`src/rtl/crossbar_rr_fifo.sv`:
```
// rtl/crossbar_rr_fifo.sv - N-port buffered packet crossbar: per-input FIFOs,
// per-output round-robin arbitration with wormhole locking, registered output slots.
module crossbar_rr_fifo #(
   parameter int PORTS = 4,
   parameter int WIDTH = 8,
   parameter int DEPTH = 4,
   parameter int DW    = $clog2(PORTS)
) (
   input  logic             clk,
   input  logic             rst,
   input  logic [WIDTH-1:0] in_data   [PORTS],
   input  logic [DW-1:0]    in_dest   [PORTS],
   input  logic             in_last   [PORTS],
   input  logic             in_valid  [PORTS],
   output logic             in_ready  [PORTS],
   output logic [WIDTH-1:0] out_data  [PORTS],
   output logic             out_last  [PORTS],
   output logic             out_valid [PORTS],
   input  logic             out_ready [PORTS]
);
   localparam int AW = $clog2(DEPTH);
   localparam int CW = AW + 1;
   localparam int EW = DW + 1 + WIDTH;

   logic [EW-1:0]    mem       [PORTS][DEPTH];
   logic [AW-1:0]    wr_ptr    [PORTS];
   logic [AW-1:0]    rd_ptr    [PORTS];
   logic [CW-1:0]    count     [PORTS];
   logic [EW-1:0]    head      [PORTS];
   logic [DW-1:0]    head_dest [PORTS];
   logic             head_last [PORTS];
   logic [WIDTH-1:0] head_data [PORTS];
   logic             push      [PORTS];
   logic             pop       [PORTS];
   logic             req       [PORTS][PORTS];

   logic [DW-1:0]    rr_ptr    [PORTS];
   logic [DW-1:0]    owner     [PORTS];
   logic             lock      [PORTS];
   logic [DW-1:0]    winner    [PORTS];
   logic             win_vld   [PORTS];
   logic             xfer      [PORTS];

   always_comb begin
      for (int i = 0; i < PORTS; i++) begin
         in_ready[i] = count[i] < CW'(DEPTH);
         push[i]     = in_valid[i] && in_ready[i];
         head[i]     = mem[i][rd_ptr[i]];
         {head_dest[i], head_last[i], head_data[i]} = head[i];
      end
   end

   // Each input requests only the output named by its head flit.
   always_comb begin
      for (int i = 0; i < PORTS; i++) begin
         for (int o = 0; o < PORTS; o++) begin
            req[i][o] = (count[i] != '0) && (head_dest[i] == DW'(o));
         end
      end
   end

   // Reverse scan so the candidate closest to rr_ptr is assigned last and wins.
   always_comb begin
      for (int o = 0; o < PORTS; o++) begin
         winner[o]  = rr_ptr[o];
         win_vld[o] = 1'b0;
         if (lock[o]) begin
            winner[o]  = owner[o];
            win_vld[o] = req[owner[o]][o];
         end else begin
            for (int k = PORTS - 1; k >= 0; k--) begin
               if (req[rr_ptr[o] + DW'(k)][o]) begin
                  winner[o]  = rr_ptr[o] + DW'(k);
                  win_vld[o] = 1'b1;
               end
            end
         end
         xfer[o] = win_vld[o] && (!out_valid[o] || out_ready[o]);
      end
   end

   always_comb begin
      for (int i = 0; i < PORTS; i++) begin
         pop[i] = 1'b0;
         for (int o = 0; o < PORTS; o++) begin
            if (xfer[o] && (winner[o] == DW'(i))) pop[i] = 1'b1;
         end
      end
   end

   always_ff @(posedge clk or posedge rst) begin
      if (rst) begin
         for (int i = 0; i < PORTS; i++) begin
            wr_ptr[i] <= '0;
            rd_ptr[i] <= '0;
            count[i]  <= '0;
         end
      end else begin
         for (int i = 0; i < PORTS; i++) begin
            if (push[i]) wr_ptr[i] <= wr_ptr[i] + AW'(1);
            if (pop[i])  rd_ptr[i] <= rd_ptr[i] + AW'(1);
            if (push[i] && !pop[i])      count[i] <= count[i] + CW'(1);
            else if (!push[i] && pop[i]) count[i] <= count[i] - CW'(1);
         end
      end
   end

   always_ff @(posedge clk) begin
      for (int i = 0; i < PORTS; i++) begin
         if (push[i]) mem[i][wr_ptr[i]] <= {in_dest[i], in_last[i], in_data[i]};
      end
   end

   always_ff @(posedge clk or posedge rst) begin
      if (rst) begin
         for (int o = 0; o < PORTS; o++) begin
            out_valid[o] <= 1'b0;
            out_data[o]  <= '0;
            out_last[o]  <= 1'b0;
            rr_ptr[o]    <= '0;
            lock[o]      <= 1'b0;
            owner[o]     <= '0;
         end
      end else begin
         for (int o = 0; o < PORTS; o++) begin
            if (xfer[o]) begin
               out_valid[o] <= 1'b1;
               out_data[o]  <= head_data[winner[o]];
               out_last[o]  <= head_last[winner[o]];
               if (head_last[winner[o]]) begin
                  lock[o]   <= 1'b0;
                  rr_ptr[o] <= winner[o] + DW'(1);
               end else begin
                  lock[o]   <= 1'b1;
                  owner[o]  <= winner[o];
               end
            end else if (out_ready[o]) begin
               out_valid[o] <= 1'b0;
            end
         end
      end
   end
endmodule

```
`config.mk`:
```
export PLATFORM = sky130hd
export DESIGN_NAME = crossbar_rr_fifo
export DESIGN_NICKNAME = d
export VERILOG_FILES = /design/src/rtl/crossbar_rr_fifo.sv
export SDC_FILE = /design/constraint.sdc
export NUM_CORES = 1
export LEC_CHECK = 0
export BUFFER_PORTS_ARGS = -buffer_cell sky130_fd_sc_hd__buf_2
export CORE_AREA = 2 2 211 213
export CTS_BUF_LIST = sky130_fd_sc_hd__clkbuf_8
export DETAILED_ROUTE_END_ITERATION = 10
export DIE_AREA = 0 0 213 215
export SYNTH_ARGS = -nofsm -noshare
export SYNTH_HDL_FRONTEND = slang
export SYNTH_SLANG_ARGS = --single-unit
```
`constraint.sdc`:
```
create_clock -name clk -period 7.2 [get_ports clk]
set_clock_uncertainty 0.2 [all_clocks]
set_input_delay 0.36 -clock clk [delete_from_list [all_inputs] [get_ports clk]]
set_output_delay 0.36 -clock clk [all_outputs]
set_load 0.1 [all_outputs]
```
==> flow_summary_export.csv <==
group,metric,value,unit
outcome,outcome,"complete, no violations",
hold_path,hp-class,"primary input to flop",
setup_path,critPathMaxFanout,19,
setup_path,required,7480,ps
floorplan,die_height,215,um
setup_path,arrival,5420,ps
place,pre_cts_ws,2080,ps
cts,cts_resized,0,
synthesis,ys_seq_area_share,58.0,%
floorplan,coreArea,43600,um2
timing,setup_viol,0,
route,vias,8352,
place,io_buffers,97,
timing,fin_crit,5140,ps
cts,insertion_delay,570,ps
timing,worst_pin_slew,1220,ps
cts,numCtsBuffers,44,
setup_path,rr_worst_depth,13,
cts,clock_sink_count,264,
cells_and_area,layout_common_cells,"edfxtp_1 (176), buf_2 (97), dfrtp_1 (88), nand2_1 (65), mux4_2 (62)",
synthesis,yosysTopAreaCellShare,40.9,%
global_routing,antenna_found_initial,0,
floorplan,die_area,45800,um2
synthesis,avgSynthCellArea,14.2,um2
place,gp_congestion,0.875,
global_routing,grt_use_total,14.9,%
timing,fin_ws,2060,ps
setup_path,crit_type,"flop to flop",
hold_path,min-delay-start,"in_valid[0]",
route,wl_per_cell,19.9,um
floorplan,die_x,213,um
synthesis,synth_area_leaders,"edfxtp_1 (41%), dfrtp_1 (17%), mux4_2 (11%)",
synthesis,synth-warning-count,0,
cells_and_area,syn2layout_area_growth,19.4,%
hold_path,min_delay_path_depth,3,
route,drc_errors,0,
timing,whs,98.3,ps
cells_and_area,utilization,35.3,%
timing,rsz0062_at_grt,"no",
global_routing,grt_pass1_vias,8405,
cells_and_area,fin_nets,1143,
route,wl,33.7,mm
timing,fmax,195,MHz
setup_path,start_kind,"flop",
global_routing,grt_pass1_wl,51.6,mm
cts,cts_tree,"done",
timing,slew_violations,0,
synthesis,ys_dominant_reg_cell,"edfxtp_1",
route,postRouteAntennaNets,0,
place,dp_hpwl,24.5,mm
synthesis,ys_async_sr_fraction,33.3,%
synthesis,synth_nets,984,
floorplan,rows,77,
timing,hold_viol_final,0,
timing,final.setup.tns,0,ps
cts,cts-root-buf,"clkbuf_8",
synthesis,yosysUniqueCellTypes,83,
synthesis,yosysTopAreaCell,"edfxtp_1",
setup_path,r2r-end,"count[11]",
synthesis,synth_area,12900,um2
cts,clockBufferDepth,3,
synthesis,synth-seq-cells,264,
setup_path,cp-end-kind,"flop",
flow_run,cap_violations,0,
synthesis,synth_edf_count,176,
setup_path,crit_end,"count[11]",
floorplan,start_util,29.6,%
floorplan,ios,98,
global_routing,grt_overflow,0,
route,dr.pass1.iters,7,
synthesis,syn_inst,906,
setup_path,startpoint,"rd_ptr[6]",
cells_and_area,fillers,4181,
timing,timing.final.crit_share,71.4,%
global_routing,grt_max_degree,64,
cells_and_area,drive_gt1_share,25.2,%
timing,slew_headroom,18.2,%
route,viasPerCell,4.94,
route,drt_first_iter_violations,722,
setup_path,regToRegStartpoint,"rd_ptr[6]",
cts,cts_htree_levels,2,
cells_and_area,n_antenna_cell,0,
cts,cts.clk_slew.worst_paths,60,ps
setup_path,reg2reg_slack,2060,ps
cells_and_area,final_common_cell,"edfxtp_1",
[worst min path at each step]
stage              endpoint
4_1_cts           wr_ptr[0]
2_1_floorplan  out_valid[2]
3_5_place_dp      wr_ptr[0]
3_3_place_gp      wr_ptr[0]
6_report          wr_ptr[0]
5_1_grt           wr_ptr[2]
[layout make-up]
| cell class | count | area [um2] | area share (%) |
|---|---|---|---|
| multi-input cells | 564 | 5080 | 33.0 |
| inverters | 36 | 138 | 0.893 |
| flip-flops and latches | 264 | 7490 | 48.6 |
| clock buffers | 45 | 619 | 4.02 |
| clock inverters | 35 | 309 | 2.00 |
| repair buffers | 155 | 1040 | 6.74 |
| well taps | 592 | 741 | 4.80 |
[through the flow]
step           area, um2  std cells
3_5_place_dp       14000       1564
6_report           15400       1691
5_1_grt            15400       1691
4_1_cts            15400       1691
2_1_floorplan      12900        906
3_3_place_gp       14000       1564
[worst max-delay path, stage by stage, from the launching register on]
cell      delay (ps)
dfrtp_1          930
mux4_2           660
and2_1           200
mux4_2           470
o211ai_2         740
nor3b_1          120
a221o_1          360
nor2_1           260
ha_1             250
inv_1             70
fa_1             380
xor2_1           180
nor2_1           110
xnor2_1          120
[per-layer routing]
layer  GRT usage, %  vias up  wire length (um)
li1               -     3812                 -
met1           20.3     4232             14800
met2           24.1      252             16300
met3           2.38       56              1670
met4           5.15        0               901
met5              0        -                 0
[kinds of logic (layout without fill, tap and decap cells)]
| family | after synthesis | after routing | synth area share [%] |
|---|---|---|---|
| DFF | 264 | 264 | 58.0 |
| adders and majority gates | 24 | 24 | 2.56 |
| buffers and inverters | 78 | 271 | 2.68 |
| muxes | 136 | 136 | 16.9 |
| and+or+nand+nor | 227 | 227 | 9.16 |
| AOI/OAI and AO/OA | 149 | 149 | 8.85 |
| xor gates and xnor gates | 28 | 28 | 1.90 |
[cells in the mapped netlist (all sizes together) (4+ instances only)]
library cell	number
o22ai	6
buf	24
a221oi	5
xor2	4
a31oi	4
nor4	4
mux4	62
xnor2	24
nor2b	35
a211oi	11
ha	20
o21a	4
nor2	38
nand2	65
o31ai	5
nand3	6
mux2	31
edfxtp	176
inv	36
dfrtp	88
mux2i	43
a221o	6
o221ai	13
o21ai	28
fa	4
nor3	15
a22oi	4
a211o	4
a21oi	18
clkbuf	18
nand2b	19
and2	24
[what timing repair did]
| item | 4_1_cts | 5_1_grt |
|---|---|---|
| hold endpoints to repair | 203 | 0 |
| buffers inserted | 0 | 0 |
| hold buffers | 47 | 0 |
[flip-flops by register name, summed over array words and instances, names as in the netlist]
name	count
count	12
out_data	32
mem	176
owner	8
rr_ptr	8
lock	4
out_last	4
wr_ptr	8
rd_ptr	8
out_valid	4
Power is not shown: default switching activity piles up to over one toggle a cycle in this logic, so the estimate is an artifact.
